$ cat src/rtl/pulse_stretcher_pkg.sv
// Shared types and helpers for the pulse stretcher channels.
package pulse_stretcher_pkg;

  // Per-channel state: dark and ready, lit, or enforced dark gap.
  typedef enum logic [1:0] {
    IDLE = 2'd0,
    ON   = 2'd1,
    GAP  = 2'd2
  } stretch_state_t;

  // Width of the per-channel tick counter: must hold max(on_ticks, off_ticks).
  function automatic int unsigned cnt_width(input int unsigned on_ticks,
                                            input int unsigned off_ticks);
    int unsigned m;
    m = (on_ticks > off_ticks) ? on_ticks : off_ticks;
    return $clog2(m + 1);
  endfunction

endpackage

$ cat src/rtl/pulse_stretcher_tick_gen.sv
// Free-running prescaler: one-cycle tick enable every CLK_DIV clocks.
module tick_gen #(
  parameter int unsigned CLK_DIV = 1250000
) (
  input  logic clk,
  input  logic rst,
  output logic tick
);

  localparam int unsigned W = $clog2(CLK_DIV);
  localparam logic [W-1:0] LAST = W'(CLK_DIV - 1);

  logic [W-1:0] r_count;

  // Tick is decoded from the registered count, so it is glitch-free enable.
  assign tick = (r_count == LAST);

  // Count 0..CLK_DIV-1 and wrap; reset restarts the phase at 0.
  always_ff @(posedge clk) begin
    if (rst) begin
      r_count <= '0;
    end else if (tick) begin
      r_count <= '0;
    end else begin
      r_count <= r_count + 1'b1;
    end
  end

endmodule

$ cat src/rtl/pulse_stretcher.sv
// Stretches single-cycle event strobes into LED/buzzer pulses of a minimum
// ON length followed by a minimum dark gap, one independent channel per bit.
module pulse_stretcher
  import pulse_stretcher_pkg::*;
#(
  parameter int unsigned N_CH      = 2,
  parameter int unsigned CLK_DIV   = 1250000,
  parameter int unsigned ON_TICKS  = 20,
  parameter int unsigned OFF_TICKS = 8
) (
  input  logic            clk,
  input  logic            rst,
  input  logic [N_CH-1:0] pulse_in,
  input  logic            clr_dropped,
  output logic [N_CH-1:0] pulse_out,
  output logic [N_CH-1:0] busy,
  output logic [N_CH-1:0] dropped
);

  localparam int unsigned CW = cnt_width(ON_TICKS, OFF_TICKS);
  localparam logic [CW-1:0] ON_LAST  = CW'(ON_TICKS - 1);
  localparam logic [CW-1:0] OFF_LAST = CW'(OFF_TICKS - 1);

  logic w_tick;

  // One prescaler shared by every channel.
  tick_gen #(
    .CLK_DIV(CLK_DIV)
  ) u_tick_gen (
    .clk (clk),
    .rst (rst),
    .tick(w_tick)
  );

  for (genvar g = 0; g < N_CH; g++) begin : g_ch
    stretch_state_t r_state;
    stretch_state_t w_state_d;
    logic [CW-1:0]  r_cnt;
    logic [CW-1:0]  w_cnt_d;
    logic           r_pending;
    logic           w_pending_d;
    logic           r_dropped;
    logic           w_dropped_d;
    logic           w_drop_set;

    // Next-state: sequencing, one-deep event queue and overflow detection.
    always_comb begin
      w_state_d   = r_state;
      w_cnt_d     = r_cnt;
      w_pending_d = r_pending;
      w_drop_set  = 1'b0;

      unique case (r_state)
        IDLE: begin
          // A tick in this entry cycle is deliberately ignored.
          if (pulse_in[g]) begin
            w_state_d = ON;
            w_cnt_d   = '0;
          end
        end

        ON: begin
          if (w_tick) begin
            if (r_cnt == ON_LAST) begin
              w_state_d = GAP;
              w_cnt_d   = '0;
            end else begin
              w_cnt_d = r_cnt + 1'b1;
            end
          end
          if (pulse_in[g]) begin
            if (r_pending) begin
              w_drop_set = 1'b1;
            end else begin
              w_pending_d = 1'b1;
            end
          end
        end

        GAP: begin
          if (w_tick && (r_cnt == OFF_LAST)) begin
            if (r_pending || pulse_in[g]) begin
              w_state_d = ON;
              w_cnt_d   = '0;
              // The queued event is consumed here; a coincident new event either
              // starts this ON directly (queue empty) or takes the freed slot.
              w_pending_d = r_pending & pulse_in[g];
            end else begin
              w_state_d = IDLE;
              w_cnt_d   = '0;
            end
          end else begin
            if (w_tick) begin
              w_cnt_d = r_cnt + 1'b1;
            end
            if (pulse_in[g]) begin
              if (r_pending) begin
                w_drop_set = 1'b1;
              end else begin
                w_pending_d = 1'b1;
              end
            end
          end
        end

        default: begin
          w_state_d   = IDLE;
          w_cnt_d     = '0;
          w_pending_d = 1'b0;
        end
      endcase

      // Sticky overflow flag; a new drop outranks a simultaneous clear.
      w_dropped_d = (r_dropped & ~clr_dropped) | w_drop_set;
    end

    // Channel state registers with synchronous reset that aborts any pulse.
    always_ff @(posedge clk) begin
      if (rst) begin
        r_state   <= IDLE;
        r_cnt     <= '0;
        r_pending <= 1'b0;
        r_dropped <= 1'b0;
      end else begin
        r_state   <= w_state_d;
        r_cnt     <= w_cnt_d;
        r_pending <= w_pending_d;
        r_dropped <= w_dropped_d;
      end
    end

    // Outputs decode registered state only: no path from pulse_in.
    assign pulse_out[g] = (r_state == ON);
    assign busy[g]      = (r_state != IDLE);
    assign dropped[g]   = r_dropped;
  end

endmodule

$ cat config.mk
export PLATFORM = sky130hd
export DESIGN_NAME = pulse_stretcher
export DESIGN_NICKNAME = d
export VERILOG_FILES = /design/src/rtl/pulse_stretcher_pkg.sv /design/src/rtl/pulse_stretcher_tick_gen.sv /design/src/rtl/pulse_stretcher.sv
export SDC_FILE = /design/constraint.sdc
export NUM_CORES = 1
export LEC_CHECK = 0
export CAP_MARGIN = 20
export CORE_MARGIN = 2
export CORE_UTILIZATION = 41
export CTS_BUF_LIST = sky130_fd_sc_hd__clkbuf_8
export DETAILED_ROUTE_END_ITERATION = 16
export GPL_ROUTABILITY_DRIVEN = 0
export GPL_TIMING_DRIVEN = 0
export PLACE_DENSITY = 0.7
export SYNTH_ARGS = -nofsm -noshare
export SYNTH_HDL_FRONTEND = slang
export SYNTH_SLANG_ARGS = --single-unit
export TNS_END_PERCENT = 20
$ cat constraint.sdc
create_clock -name clk -period 4.3 [get_ports clk]
set_input_delay 0.645 -clock clk [delete_from_list [all_inputs] [get_ports clk]]
set_output_delay 0.645 -clock clk [all_outputs]
set_load 0.02 [all_outputs]
======== Word-level counts from Yosys, hierarchy flattened ========
Index checks and enable logic that the tools add are counted.
storage, ports and cells
  word-level logic and storage cells ...... 97
  bits of input ports ..................... 5
  register bits after elaboration ......... 39
  output and inout port bits .............. 6
cells by class
  reduce and logical (&&, ||, !) cells .... 15
  bitwise gates (word level) .............. 9
  $add $sub $neg .......................... 3
  muxes and demuxes ....................... 40
  equality and inequality tests ........... 21
operators with widths
  operator                 count
  $mux W5                  10
  $pmux W5 S3              2
  $add A21 B1 Y21 const B  1
  $eq A21 B21 Y1 const B   1
  $mux W2                  8
  $mux W1                  14
  $ne A3 B3 Y1 const B     4
  $pmux W2 S3              2
  $add A5 B1 Y5 const B    2
  $eq A5 B3 Y1 const B     2
  $eq A5 B5 Y1 const B     2
  $ne A2 B1 Y1 const B     4
  $ne A2 B2 Y1 const B     4
  $reduce_and A4 Y1        2
  $pmux W1 S3              2
  $reduce_and A3 Y1        2
  $and A1 B1 Y1            4
  $eq A2 B1 Y1 const B     2
  $eq A2 B2 Y1 const B     2
  $logic_not A2 Y1         2
  $pmux W1 S2              2
  $reduce_and A2 Y1        2
  $reduce_bool A2 Y1       2
  $not A1 Y1               3
  4 further kinds          7

======== Depth between registers and ports, before layout ========
Gate-level depths: netlist of the first run.
  word-level depth ........................ 5
  depth in mapped cells ................... 7
  gate-level depth less buffers ........... 7

======== Hierarchy ========
A second synthesis of the first run with hierarchy kept.
unflattened totals
  cells, all modules ...................... 263
  area, all modules ....................... 2233.4 um^2
by module, submodules not included
  module           area an instance (um^2)  sequential area each (um^2)  times used  cells an instance
  pulse_stretcher  1248.7                   360.3                        1           150
  tick_gen         984.7                    420.4                        1           113

======== Worst setup path before layout of the first run ========
Ideal clock, no wire load.
  path type ............................... register to register
  start point ............................. reg u_tick_gen.r_count[5]
  end point ............................... reg g_ch[1].r_state[0]
  library setup time ...................... 0.121 ns
  clock period less this slack ............ 2.268 ns
  path slack .............................. 2.032 ns
  data required time ...................... 4.179 ns
  data arrival time ....................... 2.147 ns
  stages on the path, launching flop included .. 6
  buffers on the path ..................... 0
  cells stage by stage .................... dfxtp_1 -> or4b_4 -> nor4_4 -> a21oi_1 -> nor3_1 -> mux2_2
between the ends
  word-level cells in the longest chain between the ends .. 4
  elaborated cells between the ends (all ways) .. 5
  those cells by class .................... eq/ne: 3; reduce/logical: 2
ends and longest elaborated chain
  what                                  line                            source
  start: declaration                    pulse_stretcher_tick_gen.sv:13  logic [W-1:0] r_count;
  start signal: assignment              pulse_stretcher_tick_gen.sv:25  r_count <= r_count + 1'b1;
  $eq A21 B21 Y1 *                      pulse_stretcher_tick_gen.sv:16  assign tick = (r_count == LAST);
  $logic_and A1 B1 Y1                   pulse_stretcher.sv:81           if (w_tick && (r_cnt == OFF_LAST)) begin
  $ne A2 B2 Y1 (no source line)         --
  $reduce_and A4 Y1 (no source line) *  --
  end signal: assignment                pulse_stretcher.sv:125          r_state <= w_state_d;
  end: declaration                      pulse_stretcher.sv:36           stretch_state_t r_state;
Every way passes the cells marked *; elsewhere a longest branch is shown, timed or not.
A chain may end at the register's enable or synchronous reset.

======== Final worst setup path of the first run ========
Ends and elaborated chain as after synthesis.

==> flow_metrics.tcl, run 1 <==
set metrics [dict create \
    detailed_place_hpwl_um 3204 \
    ant_nets 0 \
    cts_buffers 5 \
    detail_route.drc_violations 0 \
    floorplan.initialDensity_pct 42.58 \
    power.clock.fraction_pct 24.7 \
    switchingPower_mw 0.3412 \
    grt_max_degree 12 \
    die-area_um2 5937 \
    cp_max_fo 9 \
    regArea_um2 780.7 \
    post_synth_most_frequent_cells "dfxtp_1 (39), nor2_1 (35), nand3_1 (19)" \
    post-cts-setup-buffers 0 \
    first_pass_iters 4 \
    die_w_um 77.06 \
    dominant_synthesized_flop_cell "dfxtp_1" \
    cp-end-kind "register" \
    vias 1855 \
    globalRoute.totalOverflow 0 \
    internal_power_mw 0.6209 \
    synth-warning-count 0 \
    cp.arrival_ps 2750 \
    clk_latency_worst_skew_pair_ps 290 \
    finish.net_count 296 \
    htree_levels 2 \
    fin_tns_setup_ps 0 \
    netlist.area_leader.share_pct 35.68 \
    total_power_mw 0.9621 \
    grt_pass1_wl_um 7976 \
    tritoncts "built" \
    pin_count 11 \
    synthMostInstantiatedCell "dfxtp_1" \
    setup.worst_path.class "reg -> reg" \
    grt_setup_unrepaired "false" \
    worstPathRequired_ps 4490 \
    netlist.top_cell.by_area "dfxtp_1" \
    die_height_um 77.06 \
    row_count 26 \
    antennaDiodeCount 0 \
    max_freq_mhz 390.5 \
    vdd_drop_max_uv 274.4 \
    postSynth.asyncResetShare_pct 0 \
    number_of_antenna_violations_at_the_first_check_in_global_routing 0 \
    status "finished clean" \
    critical_path.startpoint_type "register" \
    power_leakage_nw 0.8220 \
    worst_setup_path_endpoint "g_ch[1].r_state[0]" \
    final_min_period_over_clock_period_pct 59.55 \
    p_comb_share_pct 34.6 \
    stdcell_count 351 \
    clock-root-buffer "clkbuf_8" \
    worst_setup_hold_path_clk_slew_ps 80 \
    reg_to_reg_startpoint "u_tick_gen.r_count[5]" \
    hold_ws_ps 447.1 \
    grt_use_total_pct 16.34 \
    flop2flop_setup_slack_ps 1740 \
    final_hold_violations 0 \
    seqPwrFrac_pct 40.7 \
    numPortBuffers 9 \
    synth_seq_area_share_pct 35.68 \
    cts-resized-gates 0 \
    register_bit_count_reported_by_yosys 39 \
    slew_viol_final 0 \
    ys_types 51 \
    vias_per_cell 5.285 \
    number_of_flops_mapped_to_enable_cells_by_yosys 0 \
    crit_path_start "u_tick_gen.r_count[5]" \
    cap_violations 0 \
    cts_hold_buf 0 \
    design.core.area_um2 5140 \
    worstMarginPinSlew_ps 687.4 \
    first_global_vias 1790 \
    timing.slew.headroom_pct 53.82 \
    post_synth_main_area_contributors "dfxtp_1 (36%), ha_1 (6.3%), nor2_1 (6.0%)" \
    post_route_cells_drive_above_1_share_pct 8.185 \
    multi_input_comb_area_um2 1297 \
    cts.sink_count 39 \
    fillerInstances 540 \
    route.detailed.wl_per_inst_um 12.64 \
    cellPowerDensity_nw_per_um2 393.1 \
    worstRegToRegCells 5 \
    synth_area_per_cell_um2 8.289 \
    syn_to_final_growth_pct 11.84 \
    regToRegEndpoint "g_ch[1].r_state[0]" \
    report.final.setup_viol 0 \
    cts_max_path_buffers 2 \
    synth.net_count 280 \
    place.detailed.instances 343 \
    drt-total-wl_um 4436 \
    clock_skew_ps 6.172 \
    netlist_area_um2 2188 \
    timing.hold.worst.class "reg -> reg" \
    net_switching_fraction_of_the_power_pct 35.47 \
    finalWorstPathRequiredPeriod_ps 2561 \
    initialDrtViolationCount 115 \
    post_synth_inst_count 264 \
]
how the worst min path moves through the flow:
stage                            end  slack (ps)  cells after the start                  start
6_report       u_tick_gen.r_count[0]         450                      1  u_tick_gen.r_count[0]
5_1_grt        u_tick_gen.r_count[0]         470                      1  u_tick_gen.r_count[0]
4_1_cts        u_tick_gen.r_count[0]         450                      1  u_tick_gen.r_count[0]
3_5_place_dp   u_tick_gen.r_count[0]         440                      1  u_tick_gen.r_count[0]
3_3_place_gp   u_tick_gen.r_count[0]         430                      1  u_tick_gen.r_count[0]
2_1_floorplan  u_tick_gen.r_count[0]         410                      1  u_tick_gen.r_count[0]
power by group through the flow:
| stage | combinational, mW | clock (mW) | sequential (mW) |
|---|---|---|---|
| global route | 0.371 | 0.262 | 0.394 |
| floorplan | 0.242 | 0 | 0.397 |
| detailed placement | 0.329 | 0 | 0.400 |
| CTS | 0.331 | 0.247 | 0.392 |
| global placement | 0.328 | 0 | 0.399 |
| finish | 0.333 | 0.238 | 0.392 |
metal layers:
layer	wire (um)	global-route usage [%]	up-vias
met3	144	3.647	5
li1	-	-	968
met4	42	5.000	0
met2	2045	26.84	28
met5	0	0	-
met1	2203	21.43	854
worst max-delay path, cell delays in order (launching register included):
cell	delay (ps)
dfxtp_1	340
or4b_4	550
nor4_4	560
a21oi_1	260
nor3_1	380
mux2_2	370
kinds of logic (layout without fill, tap and decap cells):
family	after synthesis	count (layout)	synth area share, %
fa+ha+maj	11	11	6.289
buf+inv	25	42	5.032
mux	3	3	1.429
compound gates	43	43	12.69
simple gates	124	124	31.28
flops	39	39	35.68
xor+xnor	19	19	7.604
placed cells by master, fill, tap and decap left out, types with 6 or more instances in the layout:
cell	netlist	final
dfxtp_1	39	39
nor2_1	35	35
nand3_1	19	19
nand2_1	18	18
inv_1	13	15
xnor2_1	14	14
a21oi_1	14	14
o21ai_0	11	11
ha_1	11	11
nand4_1	9	9
clkdlybuf4s50_1	0	9
clkbuf_1	7	7
nor3_1	6	6
area by class of cell:
cell class | count | area share, %
Clock buffer | 5 | 2.812
Inverter | 13 | 1.994
Tap cell | 70 | 3.579
Timing Repair Buffer | 9 | 3.681
Buffer | 12 | 2.505
Multi-Input combinational cell | 200 | 53.02
Sequential cell | 39 | 31.90
Clock inverter | 3 | 0.5112
state kept, by name (all words and copies together) (netlist names):
signal and count:
g_ch.r_state 4, u_tick_gen.r_count 21, g_ch.r_cnt 10, g_ch.r_dropped 2
g_ch.r_pending 2
metrics by stage:
stage          worst slack, ps  instance area (um2)  util, %
2_1_floorplan             2032                 2188        -
4_1_cts                   1737                 2447    47.61
6_report                  1739                 2447    47.61
3_3_place_gp              1757                 2366    46.03
3_5_place_dp              1747                 2366    46.03
5_1_grt                   1597                 2447    47.61
No activity file was read; power rests on OpenSTA's default activity.
==> run 2: changes to the inputs <==
- clock period: 4.3 -> 2.41 ns (I/O delays scaled with it)
==> run 2 against run 1 <==
Design area up 1.4%. Die area is the same. Global-route usage rose by 0.17 points. Critical path depth is 1 higher. Hold slack better by 2.7 ps. Register-to-register slack got worse by 1600 ps. Cell count is 0.85% higher.
==> flow_metrics.tcl, run 2 (same netlist as run 1, synthesis figures left out) <==
set metrics [dict create \
    status "finished clean" \
    cts.sink_count 39 \
    initialDrtViolationCount 92 \
    detailed_place_hpwl_um 3204 \
    antennaDiodeCount 0 \
    ant_nets 0 \
    die-area_um2 5937 \
    internal_power_mw 1.111 \
    cellPowerDensity_nw_per_um2 696.5 \
    switchingPower_mw 0.6184 \
    htree_levels 2 \
    worst_setup_hold_path_clk_slew_ps 80 \
    regMostFlops "u_tick_gen.r_count" \
    flop2flop_setup_slack_ps 110 \
    cts_max_path_buffers 2 \
    final_min_period_over_clock_period_pct 95.43 \
    final_setup_slack_of_the_worst_path_ps 110.2 \
    post-route-cell-area_um2 2482 \
    vias_per_cell 5.297 \
    power_leakage_nw 0.8394 \
    number_of_antenna_violations_at_the_first_check_in_global_routing 0 \
    seqPwrFrac_pct 40.4 \
    crit_path_start "u_tick_gen.r_count[5]" \
    reg_to_reg_startpoint "u_tick_gen.r_count[5]" \
    worstPathRequired_ps 2640 \
    route.detailed.wl_per_inst_um 12.77 \
    largest_register_ff_count 21 \
    timing.hold.worst.class "reg -> reg" \
    clock-root-buffer "clkbuf_8" \
    post_route_cells_drive_above_1_share_pct 10.21 \
    power.clock.fraction_pct 24.7 \
    post_dp_cell_area_um2 2366 \
    total_power_mw 1.729 \
    setup.worst_path.class "reg -> reg" \
    net_switching_fraction_of_the_power_pct 35.76 \
    design.core.area_um2 5140 \
    report.final.setup_viol 0 \
    cp_max_fo 6 \
    cts_buffers 5 \
    die_height_um 77.06 \
    clock_skew_ps 10.21 \
    globalRoute.totalOverflow 0 \
    row_count 26 \
    finalWorstPathRequiredPeriod_ps 2300 \
    die_w_um 77.06 \
    max_freq_mhz 434.8 \
    regToRegEndpoint "g_ch[0].r_cnt[4]" \
    fillerInstances 540 \
    vias 1875 \
    clk_latency_worst_skew_pair_ps 300 \
    grt_max_degree 12 \
    grt_use_total_pct 16.52 \
    grt_pass1_wl_um 8052 \
    first_global_vias 1809 \
    worst_hold_path.num_cells 1 \
    worstMarginPinSlew_ps 500.2 \
    hold_path_end "u_tick_gen.r_count[0]" \
    mostFrequentLayoutCell "dfxtp_1" \
    drt-total-wl_um 4522 \
    finish.net_count 299 \
    detail_route.drc_violations 0 \
    final_hold_violations 0 \
    worstRegToRegCells 6 \
    p_comb_share_pct 34.9 \
    pin_count 11 \
    cp.arrival_ps 2530 \
    cp-end-kind "register" \
    floorplan.initialDensity_pct 42.58 \
    syn_to_final_growth_pct 13.44 \
    final_cell_mix "dfxtp_1 (39), nor2_1 (35), nand3_1 (19)" \
    numPortBuffers 9 \
    top_regs "u_tick_gen.r_count x21, g_ch.r_cnt x10, g_ch.r_state x4" \
    cap_violations 0 \
    first_pass_iters 7 \
    vdd_drop_max_uv 507.7 \
    slew_viol_final 0 \
    place_ws_ps -142.9 \
    timing.slew.headroom_pct 66.65 \
    critical_path.startpoint_type "register" \
    timing.hold.worst.start "u_tick_gen.r_count[0]" \
    tritoncts "built" \
    grt_setup_unrepaired "false" \
]
[run 2: cell types whose count changed in the layout (fill, tap and decap cells not counted), sizes merged]
cell	before	now
buf	5	8
[run 2: what timing repair did]
action                                  in CTS  in global routing
resized for setup                            0                  3
endpoints found under the setup margin       2                 11
hold buffers                                 0                  0
setup buffers                                3                  0
pin swaps                                    1                  1
[run 2: power groups by stage]
stage	sequential, mW	clock (mW)	combinational [mW]
after floorplan	0.708	0	0.431
after global placement	0.713	0	0.584
after detailed placement	0.714	0	0.587
after CTS	0.699	0.441	0.590
after global routing	0.703	0.469	0.672
final	0.699	0.426	0.603
[run 2: worst max-delay path by stage]
| stage | depth (start not counted) | end | slack, ps |
|---|---|---|---|
| 6_report | 6 | g_ch[0].r_cnt[4] | 110 |
| 5_1_grt | 7 | g_ch[1].r_pending | 40 |
| 4_1_cts | 7 | g_ch[1].r_state[0] | 60 |
| 3_5_place_dp | 5 | g_ch[1].r_state[0] | -140 |
| 3_3_place_gp | 5 | g_ch[1].r_state[0] | -130 |
| 2_1_floorplan | 5 | g_ch[1].r_state[0] | 140 |
[run 2: critical path, cell delays in order, from the launching register on]
cell and delay [ps]:
dfxtp_1 340, or4b_4 550, nor4_4 340, buf_4 190, o221ai_2 160, or4_1 500
a21oi_1 150
[run 2: layout make-up]
type	count	area, um2	area share [%]
inverters	13	48.80	1.966
repair buffers	12	112.6	4.536
flip-flops and latches	39	780.7	31.45
clock inverters	3	12.51	0.5040
plain buffers	12	61.31	2.470
clock buffers	5	68.82	2.772
well taps	70	87.58	3.528
multi-input cells	200	1310	52.77
[run 2: metrics by stage]
| stage | hold WS, ps | util (%) | TNS [ps] | cells |
|---|---|---|---|---|
| after floorplan | 413.2 | - | 0 | 264 |
| after global placement | 428.8 | 46.03 | -133.1 | 343 |
| after detailed placement | 442.7 | 46.03 | -153.5 | 343 |
| after CTS | 454.4 | 48.05 | 0 | 354 |
| after global routing | 473.7 | 48.30 | 0 | 354 |
| final | 449.9 | 48.30 | 0 | 354 |
[run 2: layer usage]
layer  share of wire [%]  track usage, %  vias to the layer above  routed length [um]
li1                    -               -                      975                   -
met3                 2.7           3.647                        5                 123
met1                  50           21.50                      873                2266
met2                  46           27.37                       22                2090
met5                   0               0                        -                   0
met4                0.91           5.000                        0                  41
==> run 3: changes to the inputs <==
- PLACE_DENSITY: 0.7 -> 0.63
==> run 3 against run 2 <==
Worst setup slack worse by 9.5 ps. Highest routed layer unchanged. Cell count unchanged. Critical path type unchanged. Critical path depth is the same. Sequential power about the same. Total power is 5.8% higher. Critical endpoint unchanged. Sequential share of layout area decreased by 0.51 points. Combinational power grew 3.6%.
==> flow_metrics.tcl, run 3 (same netlist as run 1, synthesis figures left out) <==
set metrics [dict create \
    grt_use_total_pct 17.40 \
    cts_max_path_buffers 2 \
    grt_pass1_wl_um 8362 \
    cp-end-kind "register" \
    worstPathRequired_ps 2640 \
    cp_max_fo 6 \
    detail_route.drc_violations 0 \
    mostFrequentLayoutCell "dfxtp_1" \
    clk_latency_worst_skew_pair_ps 290 \
    die-area_um2 5937 \
    die_w_um 77.06 \
    final_cell_mix "dfxtp_1 (39), nor2_1 (35), nand3_1 (19)" \
    worst_setup_hold_path_clk_slew_ps 80 \
    row_count 26 \
    timing.slew.headroom_pct 66.06 \
    first_pass_iters 4 \
    place_ws_ps -140.9 \
    globalRoute.totalOverflow 0 \
    setup.worst_path.class "reg -> reg" \
    timing.hold.worst.class "reg -> reg" \
    final_hold_violations 0 \
    vias_per_cell 5.319 \
    critical_path.startpoint_type "register" \
    slew_viol_final 0 \
    finish.net_count 299 \
    cap_violations 0 \
    largest_register_ff_count 21 \
    cp_top_delay_family "simple AND/OR/NAND/NOR gates" \
    regMostFlops "u_tick_gen.r_count" \
    numPortBuffers 9 \
    cts.sink_count 39 \
    initialDrtViolationCount 85 \
    number_of_antenna_violations_at_the_first_check_in_global_routing 0 \
    power_leakage_nw 0.8434 \
    finalWorstPathRequiredPeriod_ps 2309 \
    die_height_um 77.06 \
    worstMarginPinSlew_ps 509.2 \
    cts_buffers 5 \
    vdd_drop_max_uv 466.1 \
    post_route_cells_drive_above_1_share_pct 11.62 \
    place.detailed.instances 343 \
    pin_count 11 \
    grt_max_degree 13 \
    stdcell_count 354 \
    ant_nets 0 \
    timing.critical_path.slowest_cell_delay_ps 550 \
    first_global_vias 1854 \
    route.detailed.wl_per_inst_um 13.42 \
    path_buf_inv 1 \
    detailed_place_hpwl_um 3314 \
    syn_to_final_growth_pct 15.32 \
    report.final.setup_viol 0 \
    floorplan.initialDensity_pct 42.58 \
    cp.arrival_ps 2540 \
    status "finished clean" \
    finish.utilization_pct 49.10 \
    antennaDiodeCount 0 \
    clock_skew_ps 4.674 \
    drt-total-wl_um 4750 \
    htree_levels 2 \
    tritoncts "built" \
    top_regs "u_tick_gen.r_count x21, g_ch.r_cnt x10, g_ch.r_state x4" \
    final_min_period_over_clock_period_pct 95.82 \
    final_setup_slack_of_the_worst_path_ps 100.7 \
    clock-root-buffer "clkbuf_8" \
    design.core.area_um2 5140 \
    cpMaxStageDelayCell "or4b_4" \
    crit_chain "or4b_4, nor4_4, buf_4, o221ai_4, or4_4, a21oi_2" \
    vias 1883 \
    grt_setup_unrepaired "true" \
    max_freq_mhz 433.0 \
    cellPowerDensity_nw_per_um2 724.9 \
]
==> run 3: where the power goes <==
group / total, mW / switching, mW / internal, mW
sequential: 0.699 / 0.0257 / 0.673
combinational: 0.625 / 0.373 / 0.252
clock: 0.505 / 0.244 / 0.261
==> run 3: cell type report <==
| cell class | instances | area [um2] |
|---|---|---|
| repair buffers | 12 | 112.6 |
| fillers | 537 | 2616 |
| flip-flops and latches | 39 | 780.7 |
| plain buffers | 12 | 61.31 |
| inverters | 13 | 48.80 |
| clock buffers | 7 | 96.34 |
| clock inverters | 1 | 7.507 |
| multi-input cells | 200 | 1329 |
| well taps | 70 | 87.58 |
==> run 3: per-layer routing <==
metal | global-route usage [%] | part of all wire [%] | wire (um) | up-vias
met3 | 3.882 | 2.2 | 103 | 4
met5 | 0 | 0 | 0 | -
li1 | - | - | - | 976
met2 | 27.46 | 47 | 2209 | 22
met4 | 7.679 | 0.91 | 43 | 0
met1 | 22.78 | 50 | 2394 | 881
==> run 3: stage by stage <==
step	power, mW	TNS [ps]	hold WS [ps]	cell area, um2
floorplan	1.139	0	413.2	2188
detailed placement	1.302	-295.0	441.3	2366
global placement	1.304	-285.0	429.8	2366
CTS	1.814	0	458.7	2492
finish	1.829	0	453.3	2524
global route	1.940	-7.807	486.0	2524
==> run 3: worst paths after layout <==
check,startpoint,slack (ps),endpoint,depth (start not counted)
min reg2reg,u_tick_gen.r_count[0],450,u_tick_gen.r_count[0],1
min,u_tick_gen.r_count[0],450,u_tick_gen.r_count[0],1
max,u_tick_gen.r_count[5],100,g_ch[0].r_cnt[4],6
max reg2reg,u_tick_gen.r_count[5],100,g_ch[0].r_cnt[4],6
==> run 3: worst register-to-register path: cells and delay by family (launching register included) <==
kind	cells	cell delay (ps)
buffers and inverters	1	200
AO/OA/AOI/OAI	2	270
AND/OR/NAND/NOR	3	1440
flip-flops	1	330
==> run 3: timing repair <==
action,4_1_cts,5_1_grt
endpoints found under the hold margin,0,0
hold buffers,0,0
pin swaps,1,0
gates cloned,0,0
resized for setup,0,6
setup endpoints to repair,12,12
setup buffers,3,0
